## config.mk

```make
export PLATFORM = sky130hd
export DESIGN_NAME = div_sequencer
export DESIGN_NICKNAME = d
export VERILOG_FILES = /design/src/rtl/div_pkg.sv /design/src/rtl/div_step.sv /design/src/rtl/div_sequencer.sv
export SDC_FILE = /design/constraint.sdc
export NUM_CORES = 1
export LEC_CHECK = 0
export ABC_AREA = 1
export CELL_PAD_IN_SITES_DETAIL_PLACEMENT = 0
export CELL_PAD_IN_SITES_GLOBAL_PLACEMENT = 1
export CORE_ASPECT_RATIO = 1.5
export CORE_MARGIN = 2
export CORE_UTILIZATION = 45
export DETAILED_ROUTE_END_ITERATION = 8
export GPL_ROUTABILITY_DRIVEN = 0
export PLACE_DENSITY_LB_ADDON = 0.1
export SYNTH_ARGS = -nofsm -noshare
export SYNTH_HDL_FRONTEND = slang
export SYNTH_SLANG_ARGS = --single-unit
```

## constraint.sdc

```tcl
create_clock -name clock -period 5.4 [get_ports clock]
set_input_delay 0.54 -clock clock [delete_from_list [all_inputs] [get_ports clock]]
set_output_delay 0.54 -clock clock [all_outputs]
set_load 0.02 [all_outputs]
```

## src/rtl/div_pkg.sv

```systemverilog
// Shared definitions for the multi-cycle restoring divider.
// Contents: operand width, iteration counter width and the sequencer state enum.
package div_pkg;

    localparam int DIV_W     = 32;
    localparam int DIV_CNT_W = $clog2(DIV_W + 1);

    typedef enum logic [2:0] {
        IDLE,
        PREP,
        ITER,
        FIX,
        DONE
    } div_state_t;

endpackage

```

## src/rtl/div_step.sv

```systemverilog
// One combinational restoring shift/subtract step.
// Ports:
//   a     - partial remainder A (WIDTH+1 bits)
//   q     - dividend/quotient shift register Q (WIDTH bits)
//   m     - divisor M, zero-extended (WIDTH+1 bits)
//   new_a - A after shift and conditional restore
//   new_q - Q shifted left with the new quotient bit in bit 0
module div_step
    import div_pkg::*;
#(
    parameter int WIDTH = DIV_W
) (
    input  logic [WIDTH:0]   a,
    input  logic [WIDTH-1:0] q,
    input  logic [WIDTH:0]   m,
    output logic [WIDTH:0]   new_a,
    output logic [WIDTH-1:0] new_q
);

    logic [WIDTH:0]   a_shifted;
    logic [WIDTH+1:0] trial;
    logic             fits;

    assign a_shifted = {a[WIDTH-1:0], q[WIDTH-1]};

    // The subtraction carries one guard bit above the 33-bit trial so that the
    // full A register takes part; A stays below M, so A[WIDTH] is zero in use
    // and trial[WIDTH:0] is exactly the 33-bit difference.
    assign trial = {a, q[WIDTH-1]} - {1'b0, m};
    assign fits  = ~trial[WIDTH+1];

    assign new_a = fits ? trial[WIDTH:0] : a_shifted;
    assign new_q = {q[WIDTH-2:0], fits};

endmodule

```

## src/rtl/div_sequencer.sv

```systemverilog
// Multi-cycle restoring divider controller (signed/unsigned) for the DIV path.
// One shift/subtract step per clock through a shared div_step datapath.
// Ports:
//   clock, reset          - rising-edge clock, synchronous active-high reset
//   start                 - request, sampled only in IDLE
//   signed_op             - 1 = two's-complement operands (sampled with start)
//   dividend, divisor     - operands (sampled with start)
//   busy                  - high from PREP through FIX
//   done                  - one-cycle pulse when results are valid
//   dbz                   - divide-by-zero flag, held until next start
//   quotient, remainder   - LO/HI results, held until overwritten
//
// state | meaning
// IDLE  | waiting for start
// PREP  | divide-by-zero check, take operand magnitudes, load A/Q/M
// ITER  | WIDTH restoring steps, one per cycle
// FIX   | apply result signs, write quotient/remainder
// DONE  | done pulse
module div_sequencer
    import div_pkg::*;
#(
    parameter int WIDTH = DIV_W
) (
    input  logic             clock,
    input  logic             reset,
    input  logic             start,
    input  logic             signed_op,
    input  logic [WIDTH-1:0] dividend,
    input  logic [WIDTH-1:0] divisor,
    output logic             busy,
    output logic             done,
    output logic             dbz,
    output logic [WIDTH-1:0] quotient,
    output logic [WIDTH-1:0] remainder
);

    localparam int CNT_W = $clog2(WIDTH + 1);

    div_state_t state, next_state;

    logic [WIDTH-1:0] dvd_r, dvs_r;
    logic             sop_r, qsign_r, rsign_r;
    logic [WIDTH:0]   a_r, m_r;
    logic [WIDTH-1:0] q_r;
    logic [CNT_W-1:0] cnt;

    logic [WIDTH:0]   step_a;
    logic [WIDTH-1:0] step_q;
    logic [WIDTH-1:0] dvd_mag, dvs_mag;
    logic             last_step;

    // Negating 0x80000000 yields 0x80000000, which is the correct unsigned magnitude.
    assign dvd_mag   = (sop_r && dvd_r[WIDTH-1]) ? -dvd_r : dvd_r;
    assign dvs_mag   = (sop_r && dvs_r[WIDTH-1]) ? -dvs_r : dvs_r;
    assign last_step = (cnt == CNT_W'(WIDTH - 1));

    div_step #(.WIDTH(WIDTH)) u_step (
        .a     (a_r),
        .q     (q_r),
        .m     (m_r),
        .new_a (step_a),
        .new_q (step_q)
    );

    always_ff @(posedge clock) begin
        if (reset) state <= IDLE;
        else       state <= next_state;
    end

    always_comb begin
        next_state = state;
        case (state)
            IDLE:    if (start) next_state = PREP;
            PREP:    next_state = (dvs_r == '0) ? DONE : ITER;
            ITER:    if (last_step) next_state = FIX;
            FIX:     next_state = DONE;
            DONE:    next_state = IDLE;
            default: next_state = IDLE;
        endcase
    end

    always_ff @(posedge clock) begin
        if (reset) begin
            dvd_r     <= '0;
            dvs_r     <= '0;
            sop_r     <= 1'b0;
            qsign_r   <= 1'b0;
            rsign_r   <= 1'b0;
            a_r       <= '0;
            q_r       <= '0;
            m_r       <= '0;
            cnt       <= '0;
            busy      <= 1'b0;
            done      <= 1'b0;
            dbz       <= 1'b0;
            quotient  <= '0;
            remainder <= '0;
        end else begin
            // Both flags are registered from next_state so they line up with the state.
            busy <= (next_state == PREP) || (next_state == ITER) || (next_state == FIX);
            done <= (next_state == DONE);
            case (state)
                IDLE: begin
                    if (start) begin
                        dvd_r   <= dividend;
                        dvs_r   <= divisor;
                        sop_r   <= signed_op;
                        qsign_r <= (dividend[WIDTH-1] ^ divisor[WIDTH-1]) & signed_op;
                        rsign_r <= dividend[WIDTH-1] & signed_op;
                        dbz     <= 1'b0;
                    end
                end
                PREP: begin
                    if (dvs_r == '0) begin
                        quotient  <= '1;
                        remainder <= dvd_r;
                        dbz       <= 1'b1;
                    end else begin
                        a_r <= '0;
                        q_r <= dvd_mag;
                        m_r <= {1'b0, dvs_mag};
                        cnt <= '0;
                    end
                end
                ITER: begin
                    a_r <= step_a;
                    q_r <= step_q;
                    cnt <= cnt + 1'b1;
                end
                FIX: begin
                    quotient  <= qsign_r ? -q_r : q_r;
                    remainder <= rsign_r ? -a_r[WIDTH-1:0] : a_r[WIDTH-1:0];
                end
                default: ;
            endcase
        end
    end

endmodule

```

==> run metrics, run 1 <==
status complete, no violations; Die Ht 229 um; diode count 0; die width 154 um; CP max stage delay 0.70 ns; critical path class reg -> reg; ys async rst share 0%; Final Total Pwr 5.96 mW; Hold Crit Class reg -> reg; max cap viols 0; RSZ-0062 raised after global routing false; Net Switching 2.36 mW; worst-margin pin slew 1.17 ns; Post-synth EDFFs 0; final std cells w/o fill 2917; Top delay family on crit path simple AND/OR/NAND/NOR gates; area of the mapped netlist 15100 um^2; crit path DAT 3.65 ns; initial antenna violation count 0; drt first pass iters 5; CTS clk-pin slew, worst paths 0.06 ns; Sum Neg Setup Slack 0 ns; net count after synthesis 2510; sequential cell area fraction in the yosys report 31.7%; maximum vdd drop 258 uV; Clock power frac 29.9%; CP cell instances inv_1, ha_1, nand3_2, nor2_2, nand2_1, nor2_2, nor2_4, buf_4, nor2_4, buf_4, nand2_1, a21oi_1; period utilization 58.8%; hold bufs inserted after CTS 0; TritonCTS clock tree done; Clock Sinks 240; Static Leak 7.85 nW; number of global-route vias before repair 15500; power per cell area 340 nW/um^2; clock skew 0.0168 ns; count of final hold-check violations 0; share of post-route cells with drive strength above 1 4.49%; syn_area_per_cell 6.30 um^2; final-report max-slew violation count 0; cell area after layout 17500 um^2; relative slew slack 22.1%; global route overflow 0; Core Area 33200 um^2; Final min period 3.17 ns; die area 35200 um^2; Cell Rows 82; post-DR wirelength/cell 17.8 um; # DRC 0; WP data required 5.87 ns; vias per cell 5.40; final hold slack 0.471 ns; most common cell after layout, fill and taps aside nand2_1; Port Buf Inserts 134; fmax 315 MHz; DR vias 15700; synth unique cells 51; Initial Utilization 45.6%; DR iter-0 viols 1076; io pins 135; global-route wire length before repair 82700 um; CP Capture Type flip-flop; final setup fails 0; Area Overhead vs Synth 15.7%; largest net degree at the start of global routing 110; buffers and inverters on the worst path 3; post-DP HPWL 39300 um; nets 2584; sw frac 39.6%; CTS root buf clkbuf_16; number of H-tree levels 1; # resized after CTS 0; Clock Tree Buf Depth 3; placed cell count 2870; most frequent cells in the layout 532 x nand2_1, 329 x inv_1, 248 x nor2_1, 240 x dfxtp_1, 223 x a21oi_1; Worst setup SP type flip-flop; Slowest cell on crit path nor2_4; Post-CTS Setup Bufs 0; Synth Flop Type dfxtp_1; share of power burned in registers 33.6%; Yosys reg bits 240; ANT nets after route 0; Gate power share 36.5%; Num CTS Buffers 26; Yosys warnings 0; worst skew pair latency 0.56 ns; wire length after detailed routing 52000 um; Int Power 3.60 mW; Cells after Synth 2404; maximum fanout along the worst path 36; gr usage total 29.2%; placed cell area 16700 um^2
-- path summary, 6_finish.rpt --
check	startpoint	end	slack, ns	cells after the start
setup / recovery	dvs_r[1]$_SDFFE_PP0P_	a_r[30]$_SDFFE_PP0P_	2.23	12
hold / removal	dvd_r[24]$_SDFFE_PP0P_	remainder[24]$_SDFFE_PP0P_	0.47	2
setup reg to reg	dvs_r[1]$_SDFFE_PP0P_	a_r[30]$_SDFFE_PP0P_	2.23	12
hold reg to reg	dvd_r[24]$_SDFFE_PP0P_	remainder[24]$_SDFFE_PP0P_	0.47	2
-- layout make-up --
cell class / count / area, um^2
Clock buffer: 38 / 756
Clock inverter: 9 / 87.6
Fill cell: 3455 / 15700
Inverter: 336 / 1260
Multi-Input combinational cell: 1723 / 8620
Sequential cell: 240 / 4800
Tap cell: 420 / 526
Timing Repair Buffer: 151 / 1460
-- cell families (layout without fill, tap and decap cells) --
| group | Yosys count | count (layout) | synth area share, % |
|---|---|---|---|
| DFF | 240 | 240 | 31.7 |
| buffers and inverters | 441 | 534 | 11.5 |
| and+or+nand+nor | 1106 | 1106 | 31.3 |
| adders and majority gates | 38 | 38 | 3.19 |
| AOI/OAI and AO/OA | 522 | 522 | 18.9 |
| xor gates and xnor gates | 57 | 57 | 3.30 |
-- power groups by stage --
| stage | Sequential (mW) | Combinational, mW | Clock [mW] |
|---|---|---|---|
| 2_1_floorplan | 2.01 | 1.56 | 0 |
| 3_3_place_gp | 2.04 | 2.16 | 0 |
| 3_5_place_dp | 2.04 | 2.16 | 0 |
| 4_1_cts | 2.00 | 2.17 | 1.81 |
| 5_1_grt | 2.02 | 2.45 | 1.88 |
| 6_report | 2.01 | 2.18 | 1.78 |
-- synth_stat cells (8+ instances only) --
cell type,instances,area [um^2]
xnor2_1,13,114
nor3_1,35,175
dfxtp_1,240,4800
nand3b_1,18,135
inv_1,329,1230
or2_2,8,50.1
a31oi_1,21,131
nand3_1,208,1040
buf_2,22,110
nand2_1,532,2000
nor2_1,248,931
o211ai_1,19,143
clkbuf_1,66,248
o221ai_1,8,70.1
xor2_1,44,385
a21oi_1,223,1120
ha_1,37,463
o21ai_0,210,1050
nand4_1,16,100
-- state kept, by name, indices dropped and copies added, names as in the netlist, 3 cells and up --
signal and count:
quotient 32, m_r 32, a_r 33, remainder 32
dvs_r 32, dvd_r 32, q_r 32, state 3
cnt 6
-- worst register-to-register path: stages (launching register included) --
cell,delay (ns)
dfxtp_1,0.31
inv_1,0.09
ha_1,0.22
nand3_2,0.12
nor2_2,0.20
nand2_1,0.12
nor2_2,0.19
nor2_4,0.15
buf_4,0.21
nor2_4,0.70
buf_4,0.50
nand2_1,0.11
a21oi_1,0.17
-- layer usage --
layer	part of all wire, %	GRT usage (%)
met1	40	33.6
met5	0	0
met3	3.9	2.64
met2	51	54.0
met4	4.9	13.3
-- per-stage QoR --
| step | setup WS, ns | util [%] |
|---|---|---|
| after floorplan | 3.41 | - |
| after global placement | 2.28 | 50.2 |
| after detailed placement | 2.22 | 50.2 |
| after CTS | 2.18 | 52.7 |
| after global routing | 1.93 | 52.7 |
| final | 2.23 | 52.7 |
(Power assumes the default switching activity.)
==> run 2, diff against run 1 <==
--- a/config.mk
+++ b/config.mk
@@ -10,7 +10,7 @@
 export CELL_PAD_IN_SITES_GLOBAL_PLACEMENT = 1
 export CORE_ASPECT_RATIO = 1.5
 export CORE_MARGIN = 2
-export CORE_UTILIZATION = 45
+export CORE_UTILIZATION = 37
 export DETAILED_ROUTE_END_ITERATION = 8
 export GPL_ROUTABILITY_DRIVEN = 0
 export PLACE_DENSITY_LB_ADDON = 0.1
==> constraint.sdc (replaced) <==
create_clock -name clock -period 2.7 [get_ports clock]
set_input_delay 0.27 -clock clock [delete_from_list [all_inputs] [get_ports clock]]
set_output_delay 0.27 -clock clock [all_outputs]
set_load 0.02 [all_outputs]
==> run 2 against run 1 <==
Net effect:
- setup slack worse by 2.1 ns
- total power increased by 120%
- flip-flop and latch count is the same
==> run metrics, run 2 (synthesis results as in run 1) <==
CP Launch Point dvs_r[0]$_SDFFE_PP0P_; most common cell after layout, fill and taps aside nand2_1; Cell Rows 90; Final Total Pwr 13.0 mW; largest net degree at the start of global routing 117; # DRC 0; fmax 396 MHz; CP max stage delay 0.43 ns; final-report max-slew violation count 0; initial antenna violation count 1; HP Start reset; maximum fanout along the worst path 7; CTS clk-pin slew, worst paths 0.07 ns; ANT nets after route 0; Top reg by flops a_r; buffers and inverters on the worst path 3; die area 42600 um^2; most frequent cells in the layout 532 x nand2_1, 329 x inv_1, 248 x nor2_1, 240 x dfxtp_1, 223 x a21oi_1; Static Leak 8.20 nW; worst skew pair latency 0.58 ns; period utilization 93.6%; Most common cell on crit path inv_1; DR vias 15800; setup slack on the worst flop-to-flop path 0.17 ns; Port Buf Inserts 134; post-DR wirelength/cell 18.2 um; final setup fails 0; Num CTS Buffers 27; Final min period 2.53 ns; Initial Utilization 37.6%; Top delay family on crit path simple AND/OR/NAND/NOR gates; io pins 135; RSZ-0062 raised after global routing false; Core Area 40300 um^2; maximum vdd drop 444 uV; relative slew slack 51.5%; number of global-route vias before repair 15500; CP cell instances inv_1, ha_1, nand3_2, nor2_2, nand2_1, nor2_2, nor2_4, nor2_4, inv_1, o211ai_1, nand2_1, inv_1; TritonCTS clock tree done; status complete, no violations; power per cell area 714 nW/um^2; count of final hold-check violations 0; post-DP HPWL 42800 um; die width 169 um; critical path class reg -> reg; nets 2628; share of post-route cells with drive strength above 1 6.41%; CTS root buf clkbuf_16; Hold Crit Class in -> reg; Clock Sinks 240; # resized after CTS 0; vias per cell 5.19; drt first pass iters 7; global route overflow 0; global-route wire length before repair 86500 um; crit path DAT 3.06 ns; reg2reg start dvs_r[0]$_SDFFE_PP0P_; WP data required 3.23 ns; max cap viols 0; DR iter-0 viols 1029; hold bufs inserted after CTS 0; Clock Tree Buf Depth 3; Sum Neg Setup Slack 0 ns; max reg flops 33; wire length after detailed routing 55700 um; Slowest cell on crit path o211ai_1; Post-CTS Setup Bufs 0; Worst setup SP type flip-flop; CP Capture Type flip-flop; clock skew 0.0282 ns; Area Overhead vs Synth 20.7%; number of H-tree levels 1; gr usage total 25.9%; worst-margin pin slew 0.726 ns; Die Ht 252 um
-- run 2: report_power, final --
group / leakage (nW) / switching, mW / internal, mW
clock network: 0.514 / 1.66 / 2.65
registers: 1.96 / 0.233 / 3.76
logic: 5.73 / 3.15 / 1.59
-- run 2: worst paths after layout --
kind / endpoint / cells past startpoint
worst max-delay path: q_r[31]$_SDFFE_PP0P_ / 12
worst min-delay path: cnt[2]$_SDFFE_PP0P_ / 2
worst max register to register: q_r[31]$_SDFFE_PP0P_ / 12
worst min register to register: m_r[1]$_SDFFE_PP0P_ / 2
-- run 2: worst reg2reg max path, cell delays in order (launching register included) --
cell and delay [ns]:
dfxtp_1 0.30, inv_1 0.11, ha_1 0.23, nand3_2 0.12, nor2_2 0.20, nand2_1 0.14
nor2_2 0.31, nor2_4 0.10, nor2_4 0.15, inv_1 0.21, o211ai_1 0.43, nand2_1 0.11
inv_1 0.07
-- run 2: final cells by class --
| class | count | area (um^2) |
|---|---|---|
| flip-flops and latches | 240 | 4800 |
| repair buffers | 194 | 1930 |
| multi-input cells | 1723 | 8620 |
| well taps | 506 | 633 |
| clock inverters | 17 | 283 |
| clock buffers | 33 | 748 |
| inverters | 336 | 1260 |
| diodes | 1 | 2.50 |
| fillers | 4325 | 22000 |
-- run 2: metal layers --
metal | vias up | track usage [%] | part of all wire [%]
met4 | 0 | 10.3 | 4.3
met2 | 344 | 50.0 | 53
li1 | 8080 | - | -
met1 | 7306 | 29.1 | 40
met5 | - | 0 | 0
met3 | 103 | 2.07 | 3.2
-- run 2: through the flow --
step	setup slack, ns	cell area, um^2	util [%]	hold slack [ns]	cells
final	0.173	18300	45.4	0.185	3050
after global routing	0.00128	18300	45.4	0.177	3050
after global placement	0.186	17300	42.8	0.462	2999
after detailed placement	0.140	17300	42.8	0.473	2999
after floorplan	0.706	15100	-	0.415	2404
after CTS	0.124	18300	45.3	0.160	3049
